File: src/rtl/hex_line_decoder.sv
// ASCII hex line parser: accumulates hex digits, delivers the value on CR/LF.
// Optional macro HEX_LOWERCASE_EN also accepts 'a'-'f' as digits.
module hex_line_decoder #(
    parameter int WIDTH = 16
) (
    input  logic                               clk,
    input  logic                               reset_n,
    input  logic [7:0]                         rx_data,
    input  logic                               rx_valid,
    output logic                               rx_ready,
    output logic [WIDTH-1:0]                   out_value,
    output logic                               out_valid,
    input  logic                               out_ready,
    output logic [$clog2(WIDTH/4+1)-1:0]       out_digits,
    output logic                               err
);
    localparam int DIGITS = WIDTH / 4;
    localparam int CW     = $clog2(DIGITS + 1);

    typedef enum logic [1:0] {IDLE, ACCUM, DISCARD} state_t;

    state_t           state, state_nxt;
    logic [WIDTH-1:0] acc;
    logic [CW-1:0]    count;
    logic             accept, is_digit, is_term, full;
    logic             bad_byte, line_done, take_digit;
    logic [3:0]       nibble;
    logic [WIDTH-1:0] acc_shift;

    always_comb begin
        is_digit = 1'b0;
        nibble   = 4'd0;
        if (rx_data >= 8'h30 && rx_data <= 8'h39) begin
            is_digit = 1'b1;
            nibble   = rx_data[3:0];
        end else if (rx_data >= 8'h41 && rx_data <= 8'h46) begin
            is_digit = 1'b1;
            nibble   = rx_data[3:0] + 4'd9;
`ifdef HEX_LOWERCASE_EN
        end else if (rx_data >= 8'h61 && rx_data <= 8'h66) begin
            is_digit = 1'b1;
            nibble   = rx_data[3:0] + 4'd9;
`endif
        end
    end

    assign is_term    = (rx_data == 8'h0D) || (rx_data == 8'h0A);
    assign accept     = rx_valid && rx_ready;
    assign full       = (count == CW'(DIGITS));
    assign acc_shift  = (acc << 4) | WIDTH'(nibble);
    // Overflowing digits and non-hex bytes both poison the line; DISCARD itself never flags.
    assign bad_byte   = accept && (state != DISCARD) &&
                        ((is_digit && full) || (!is_digit && !is_term));
    assign take_digit = accept && (state != DISCARD) && is_digit && !full;
    assign line_done  = accept && (state == ACCUM) && is_term;

    always_ff @(posedge clk or negedge reset_n) begin
        if (!reset_n) state <= IDLE;
        else          state <= state_nxt;
    end

    always_comb begin
        state_nxt = state;
        if (accept) begin
            case (state)
                IDLE, ACCUM: begin
                    if (is_digit)     state_nxt = full ? DISCARD : ACCUM;
                    else if (is_term) state_nxt = IDLE;
                    else              state_nxt = DISCARD;
                end
                DISCARD: if (is_term) state_nxt = IDLE;
                default: state_nxt = IDLE;
            endcase
        end
    end

    always_comb begin
        rx_ready = !(out_valid && !out_ready);
    end

    always_ff @(posedge clk or negedge reset_n) begin
        if (!reset_n) begin
            acc        <= '0;
            count      <= '0;
            out_value  <= '0;
            out_digits <= '0;
            out_valid  <= 1'b0;
            err        <= 1'b0;
        end else begin
            err <= bad_byte;
            if (take_digit) begin
                acc   <= acc_shift;
                count <= count + CW'(1);
            end else if (accept && is_term) begin
                acc   <= '0;
                count <= '0;
            end
            // A new line may replace a value being handed off in the same cycle.
            if (line_done) begin
                out_value  <= acc;
                out_digits <= count;
                out_valid  <= 1'b1;
            end else if (out_ready) begin
                out_valid  <= 1'b0;
            end
        end
    end
endmodule

File: config.mk
export PLATFORM = sky130hd
export DESIGN_NAME = hex_line_decoder
export DESIGN_NICKNAME = d
export VERILOG_FILES = /design/src/rtl/hex_line_decoder.sv
export SDC_FILE = /design/constraint.sdc
export NUM_CORES = 1
export LEC_CHECK = 0
export ABC_AREA = 1
export BUFFER_PORTS_ARGS = -buffer_cell sky130_fd_sc_hd__buf_2
export CORE_MARGIN = 2
export CORE_UTILIZATION = 55
export CTS_CLUSTER_SIZE = 28
export DETAILED_ROUTE_END_ITERATION = 12
export PLACE_DENSITY = 0.89
export SLEW_MARGIN = 40
export SYNTH_ARGS = -nofsm -noshare
export SYNTH_HDL_FRONTEND = slang
export SYNTH_SLANG_ARGS = --single-unit
File: constraint.sdc
create_clock -name clk -period 1.5 [get_ports clk]
set_input_delay 0.15 -clock clk [delete_from_list [all_inputs] [get_ports clk]]
set_output_delay 0.15 -clock clk [all_outputs]
set_load 0.05 [all_outputs]
## Yosys cells after proc, flatten, opt, wreduce, memory -nomap -nowiden

Cells that the tools add are included.

- Add/sub/neg operators: 2
- Order comparisons: 4
- Equality and inequality tests: 7
- Mux-type cells: 15
- Bitwise operators: 1
- Reduce and logical (&&, ||, !) cells: 25

Operator list:

| operator | number |
|---|---|
| $mux W16 | 2 |
| $eq A8 B4 Y1 const B | 2 |
| $or A16 B4 Y16 | 1 |
| $logic_and A1 B1 Y1 | 13 |
| $ge A8 B6 Y1 const B | 1 |
| $ge A8 B7 Y1 const B | 1 |
| $le A8 B6 Y1 const B | 1 |
| $le A8 B7 Y1 const B | 1 |
| $mux W2 | 4 |
| $mux W4 | 2 |
| $mux W3 | 2 |
| $logic_not A1 Y1 | 5 |
| $add A4 B4 Y4 const B | 1 |
| $mux W1 | 4 |
| $ne A2 B2 Y1 const B | 2 |
| $pmux W2 S2 | 1 |
| $reduce_bool A2 Y1 | 2 |
| $add A3 B1 Y3 const B | 1 |
| $eq A3 B3 Y1 const B | 1 |
| $eq A2 B1 Y1 const B | 1 |
| $eq A2 B2 Y1 const B | 1 |
| $logic_not A2 Y1 | 1 |
| $logic_or A1 B1 Y1 | 2 |
| $reduce_and A2 Y1 | 1 |
| $reduce_or A2 Y1 | 1 |

- Bits in registers: 42
- Input port bits: 12
- Output and inout port bits: 22
- Word-level logic and storage cells: 61

## Longest topological paths before layout

- Depth after elaboration: 8
- Gate-level depth with buffers: 11
- Mapped depth without buffers: 10

## Least setup slack after synthesis

No wires, ideal clock.

- Path kind: register -> register
- From: reg out_valid
- To: reg out_value[0]
- Arrival time: 1.877 ns
- Path slack: -0.496 ns
- Stages on the path, launching flop included: 10
- Clock period less this slack: 1.996 ns
- Cell sequence: dfrtp_1 -> nand2_1 -> nand2_1 -> inv_1 -> nand3_4 -> nor2_8 -> nand2_4 -> buf_6 -> nand2_1 -> nand2_1

- Cells in the longest elaborated chain, start to end: 5

Ends and longest elaborated chain:

| element | line | text |
|---|---|---|
| from (decl) | 12 | `output logic out_valid,` |
| from (signal assigned) | 87 | `out_valid <= 1'b0;` |
| from (signal assigned) | 102 | `out_valid <= 1'b1;` |
| from (signal assigned) | 104 | `out_valid <= 1'b0;` |
| $logic_and A1 B1 Y1 | 78 | `rx_ready = !(out_valid && !out_ready);` |
| $logic_not A1 Y1 | 78 |  |
| via rx_ready | 10 | `output logic rx_ready,` |
| $logic_and A1 B1 Y1 | 48 | `assign accept = rx_valid && rx_ready;` |
| $logic_and A1 B1 Y1 (2 in a row) | 55 | `assign line_done = accept && (state == ACCUM) && is_term;` |
| to (signal assigned) | 85 | `out_value <= '0;` |
| to (signal assigned) | 100 | `out_value <= acc;` |
| to (decl) | 11 | `output logic [WIDTH-1:0] out_value,` |

The timed path passes the listed nets, and every way through them passes these cells.
A chain may end at the register's enable or synchronous reset.

## Final worst setup path

- From: reg count[0]
- To: reg acc[10]

- Cells in the longest elaborated chain, start to end: 4
- Elaborated cells between the ends (all ways): 5
- Those cells by class: eq/ne: 1; mux: 1; reduce/logical: 3

Ends and longest elaborated chain:

| element | line | text |
|---|---|---|
| from (decl) | 24 | `logic [CW-1:0] count;` |
| from (signal assigned) | 93 | `count <= count + CW'(1);` |
| $eq A3 B3 Y1 * | 49 | `assign full = (count == CW'(DIGITS));` |
| $logic_not A1 Y1 * | 54 | `assign take_digit = accept && (state != DISCARD) && is_digit && !full;` |
| $logic_and A1 B1 Y1 * | 54 |  |
| $mux W16 / $reduce_bool A2 Y1 (equally long branches) | - |  |
| to (signal assigned) | 92 | `acc <= acc_shift;` |
| to (decl) | 23 | `logic [WIDTH-1:0] acc;` |

Mark *: on every way between the ends. The rest lies on a longest branch, timed or not.

==> qor.yml <==
place:
  placement.setup.worst_slack_ns: -0.123
  dp.cells: 316
  globalplace.congestion: 0.793
  hpwlAfterDp_mm: 2.77
  buffer_ports.inserted: 33
  detailed_place.area_um2: 2320
logic_synthesis:
  synth.yosys.warnings: 0
  synth.distinct_cells: 27
  syn_nets: 256
  postSynthAreaPerCell_um2: 8.72
  synth_seq_cells: 42
  synth-seq-area-share_pct: 50.6
  postSynthCellCount: 238
  synth.cell_area_um2: 2080
power_and_ir_drop:
  peak_vdd_ir_mv: 0.747
  leakage_nw: 1.45
  power_per_cell_area_nw_per_um2: 1110
  power_mw: 2.74
global_routing:
  grt_pass1_wl_mm: 7.04
  grtUsageTotal_pct: 21.6
  maximum_number_of_pins_on_one_net_before_global_route_repair: 27
  grt_antenna_before_repair: 0
  grt.overflow.total: 0
  vias_in_the_first_global_route: 1605
cells_and_area:
  syn_to_final_growth_pct: 18.9
  most-common-layout-cells: "sky130_fd_sc_hd__nand2_1, sky130_fd_sc_hd__nand3_1, sky130_fd_sc_hd__dfrtp_1, sky130_fd_sc_hd__buf_2, sky130_fd_sc_hd__inv_1"
  ratio_of_cells_with_drive_above_1_in_the_final_layout_pct: 25.5
  final_nets: 296
  finish.instance_area_um2: 2470
  fin_cells: 326
  diodes: 0
  mostFrequentLayoutCell: "sky130_fd_sc_hd__nand2_1"
timing:
  final_hold_viol_count: 0
  maxSlewViolCount: 0
  max_clock_freq_mhz: 691
  final-setup-viol-count: 0
  clock_skew_ns: 0.00708
  slew-limit-headroom_pct: 73.2
  finalCriticalPeriod_ns: 1.45
  worst-slew-pin-transition_ns: 0.402
  final_critical_path_setup_slack_ns: 0.0537
  holdWs_ns: 0.152
  min_period_over_period_pct: 96.4
worst_setup_path:
  max_stage_delay_ns: 0.41
  worst_path_max_delay_cell: "sky130_fd_sc_hd__dfrtp_1"
  cp-end-kind: "register"
  worst-endpoint-required_ns: 1.74
  worstPathCellList: "inv_2 -> ha_1 -> nand2_2 -> a21boi_4 -> buf_12 -> nand3_1 -> nand2_1"
  cp.buffers_inverters: 2
  critPathKind: "reg -> reg"
  critPathMaxFanout: 18
  worst_setup_path_start_kind: "register"
  setup.reg_to_reg.worst_slack_ns: 0.05
  critPathArrivalTime_ns: 1.69
  critPathTopFamily: "flip-flops"
routing:
  routed_wl_mm: 4.04
  met1_wl_mm: 1.65
  detailed_routing_iterations_pass_1: 6
  detail_route.iter0.violations: 129
  antenna_violating_nets_post_route: 0
  routedWlPerCell_um: 12.4
  post_drt_via_cell_ratio: 5.25
  maxUsedRoutingLayer: "met4"
  drcViolationCount: 0
  detailroute.wirelength.met3_um: 220
  detailroute.wirelength.met2_mm: 2.11
  num_vias: 1710
clocking:
  numClockSinks: 42
  cts_buf_count: 5
  cts_buffer_depth: 2
  tritoncts: "built"
  insertion_delay_to_the_later_sink_of_the_worst_skew_pair_ns: 0.30
  htreeDepth: 2
  worst_setup_hold_path_clk_slew_ns: 0.08
  root_buffer: "sky130_fd_sc_hd__clkbuf_8"
run_status:
  status: "finished clean"
die:
  dieArea_um2: 4280
  fp.coreArea_um2: 3630
  row_count: 22
  die_y_um: 65.4
  fp.dieW_um: 65.4
  io_pins: 34
  initial_utilization_pct: 57.1
worst_hold_path:
  min_path_type: "in -> reg"
job:
  drv.max_cap_violation_count: 0
==> logic make-up (layout without fill, tap and decap cells) <==
logic type               Yosys count  in the layout  synth area share [%]
AND/OR/NAND/NOR                  154            154                  34.2
flip-flops                        42             42                  50.6
buffers and inverters             26             66                  7.11
AO/OA/AOI/OAI                      8              8                  3.62
adder cells (fa/ha/maj)            6              6                  3.62
XOR/XNOR                           2              2                 0.844
==> through the flow <==
| stage | setup TNS, ns | util, % |
|---|---|---|
| 4_1_cts | 0 | 67.5 |
| 2_1_floorplan | -0.285 | - |
| 6_report | 0 | 67.9 |
| 3_3_place_gp | -0.221 | 63.8 |
| 3_5_place_dp | -1.86 | 63.8 |
| 5_1_grt | -0.0507 | 67.9 |
==> metal layers <==
metal	global-route usage, %	vias to the layer above
met2	38.1	55
li1	-	841
met3	5.14	5
met1	26.3	809
met5	0	-
met4	6.25	0
==> power breakdown <==
group          switching (mW)  internal [mW]  total (mW)
logic                   0.360          0.184       0.543
clock network           0.374          0.532       0.906
registers              0.0739           1.22        1.29
==> path summary, 6_finish.rpt <==
check	from	endpoint	cells after the start
worst max-delay path	count[0]$_DFFE_PN0P_	acc[10]$_DFFE_PN0P_	7
worst min-delay path	rx_valid	state[0]$_DFFE_PN0P_	4
worst max register to register	count[0]$_DFFE_PN0P_	acc[10]$_DFFE_PN0P_	7
worst min register to register	out_value[15]$_DFFE_PN0P_	out_value[15]$_DFFE_PN0P_	2
max in group asynchronous	reset_n	out_valid$_DFFE_PN0P_	3
min in group asynchronous	reset_n	out_value[12]$_DFFE_PN0P_	2
==> timing repair <==
item	in CTS	in global routing
resized for setup	2	1
setup endpoints to repair	19	15
hold buffers	1	0
buffers inserted	0	2
endpoints found under the hold margin	16	0
==> area by class of cell <==
type / count / area [µm²]
Clock buffer: 6 / 82.6
Clock inverter: 1 / 30.0
Fill cell: 309 / 1170
Inverter: 15 / 56.3
Multi-Input combinational cell: 170 / 911
Sequential cell: 42 / 1050
Tap cell: 48 / 60.1
Timing Repair Buffer: 44 / 275
==> worst reg2reg max path: cells and delay by family (launching register included) <==
kind | cells | cell delay [ns]
AOI/OAI and AO/OA | 1 | 0.22
DFF | 1 | 0.41
buffers and inverters | 2 | 0.24
and+or+nand+nor | 3 | 0.32
adders and majority gates | 1 | 0.22
==> flip-flops by register name, summed over array words and instances, names as in the netlist <==
signal	count
err	1
acc	16
out_valid	1
count	3
out_value	16
out_digits	3
state	2
==> cells in the mapped netlist <==
cell type / number / area, µm²
sky130_fd_sc_hd__o21ai_2: 4 / 35.0
sky130_fd_sc_hd__xor2_1: 2 / 17.5
sky130_fd_sc_hd__o21bai_1: 1 / 7.51
sky130_fd_sc_hd__buf_2: 1 / 5.00
sky130_fd_sc_hd__nor2_2: 1 / 6.26
sky130_fd_sc_hd__nor2b_1: 1 / 6.26
sky130_fd_sc_hd__nand3_2: 1 / 10.0
sky130_fd_sc_hd__dfrtp_1: 42 / 1050
sky130_fd_sc_hd__nand2_4: 1 / 11.3
sky130_fd_sc_hd__nand4_1: 1 / 6.26
sky130_fd_sc_hd__a21oi_2: 1 / 8.76
sky130_fd_sc_hd__nand2_1: 80 / 300
sky130_fd_sc_hd__buf_6: 6 / 67.6
sky130_fd_sc_hd__inv_1: 14 / 52.6
sky130_fd_sc_hd__clkbuf_1: 2 / 7.51
sky130_fd_sc_hd__a21boi_4: 1 / 18.8
sky130_fd_sc_hd__or2_2: 1 / 6.26
sky130_fd_sc_hd__ha_1: 6 / 75.1
sky130_fd_sc_hd__nand3_4: 1 / 17.5
sky130_fd_sc_hd__nand2_2: 2 / 12.5
sky130_fd_sc_hd__buf_4: 1 / 7.51
sky130_fd_sc_hd__nor2_1: 6 / 22.5
sky130_fd_sc_hd__buf_1: 1 / 3.75
sky130_fd_sc_hd__nor2_8: 1 / 20.0
sky130_fd_sc_hd__o21ai_1: 1 / 5.00
sky130_fd_sc_hd__nand3_1: 58 / 290
sky130_fd_sc_hd__inv_2: 1 / 3.75
No activity file was read; power rests on OpenSTA's default activity.
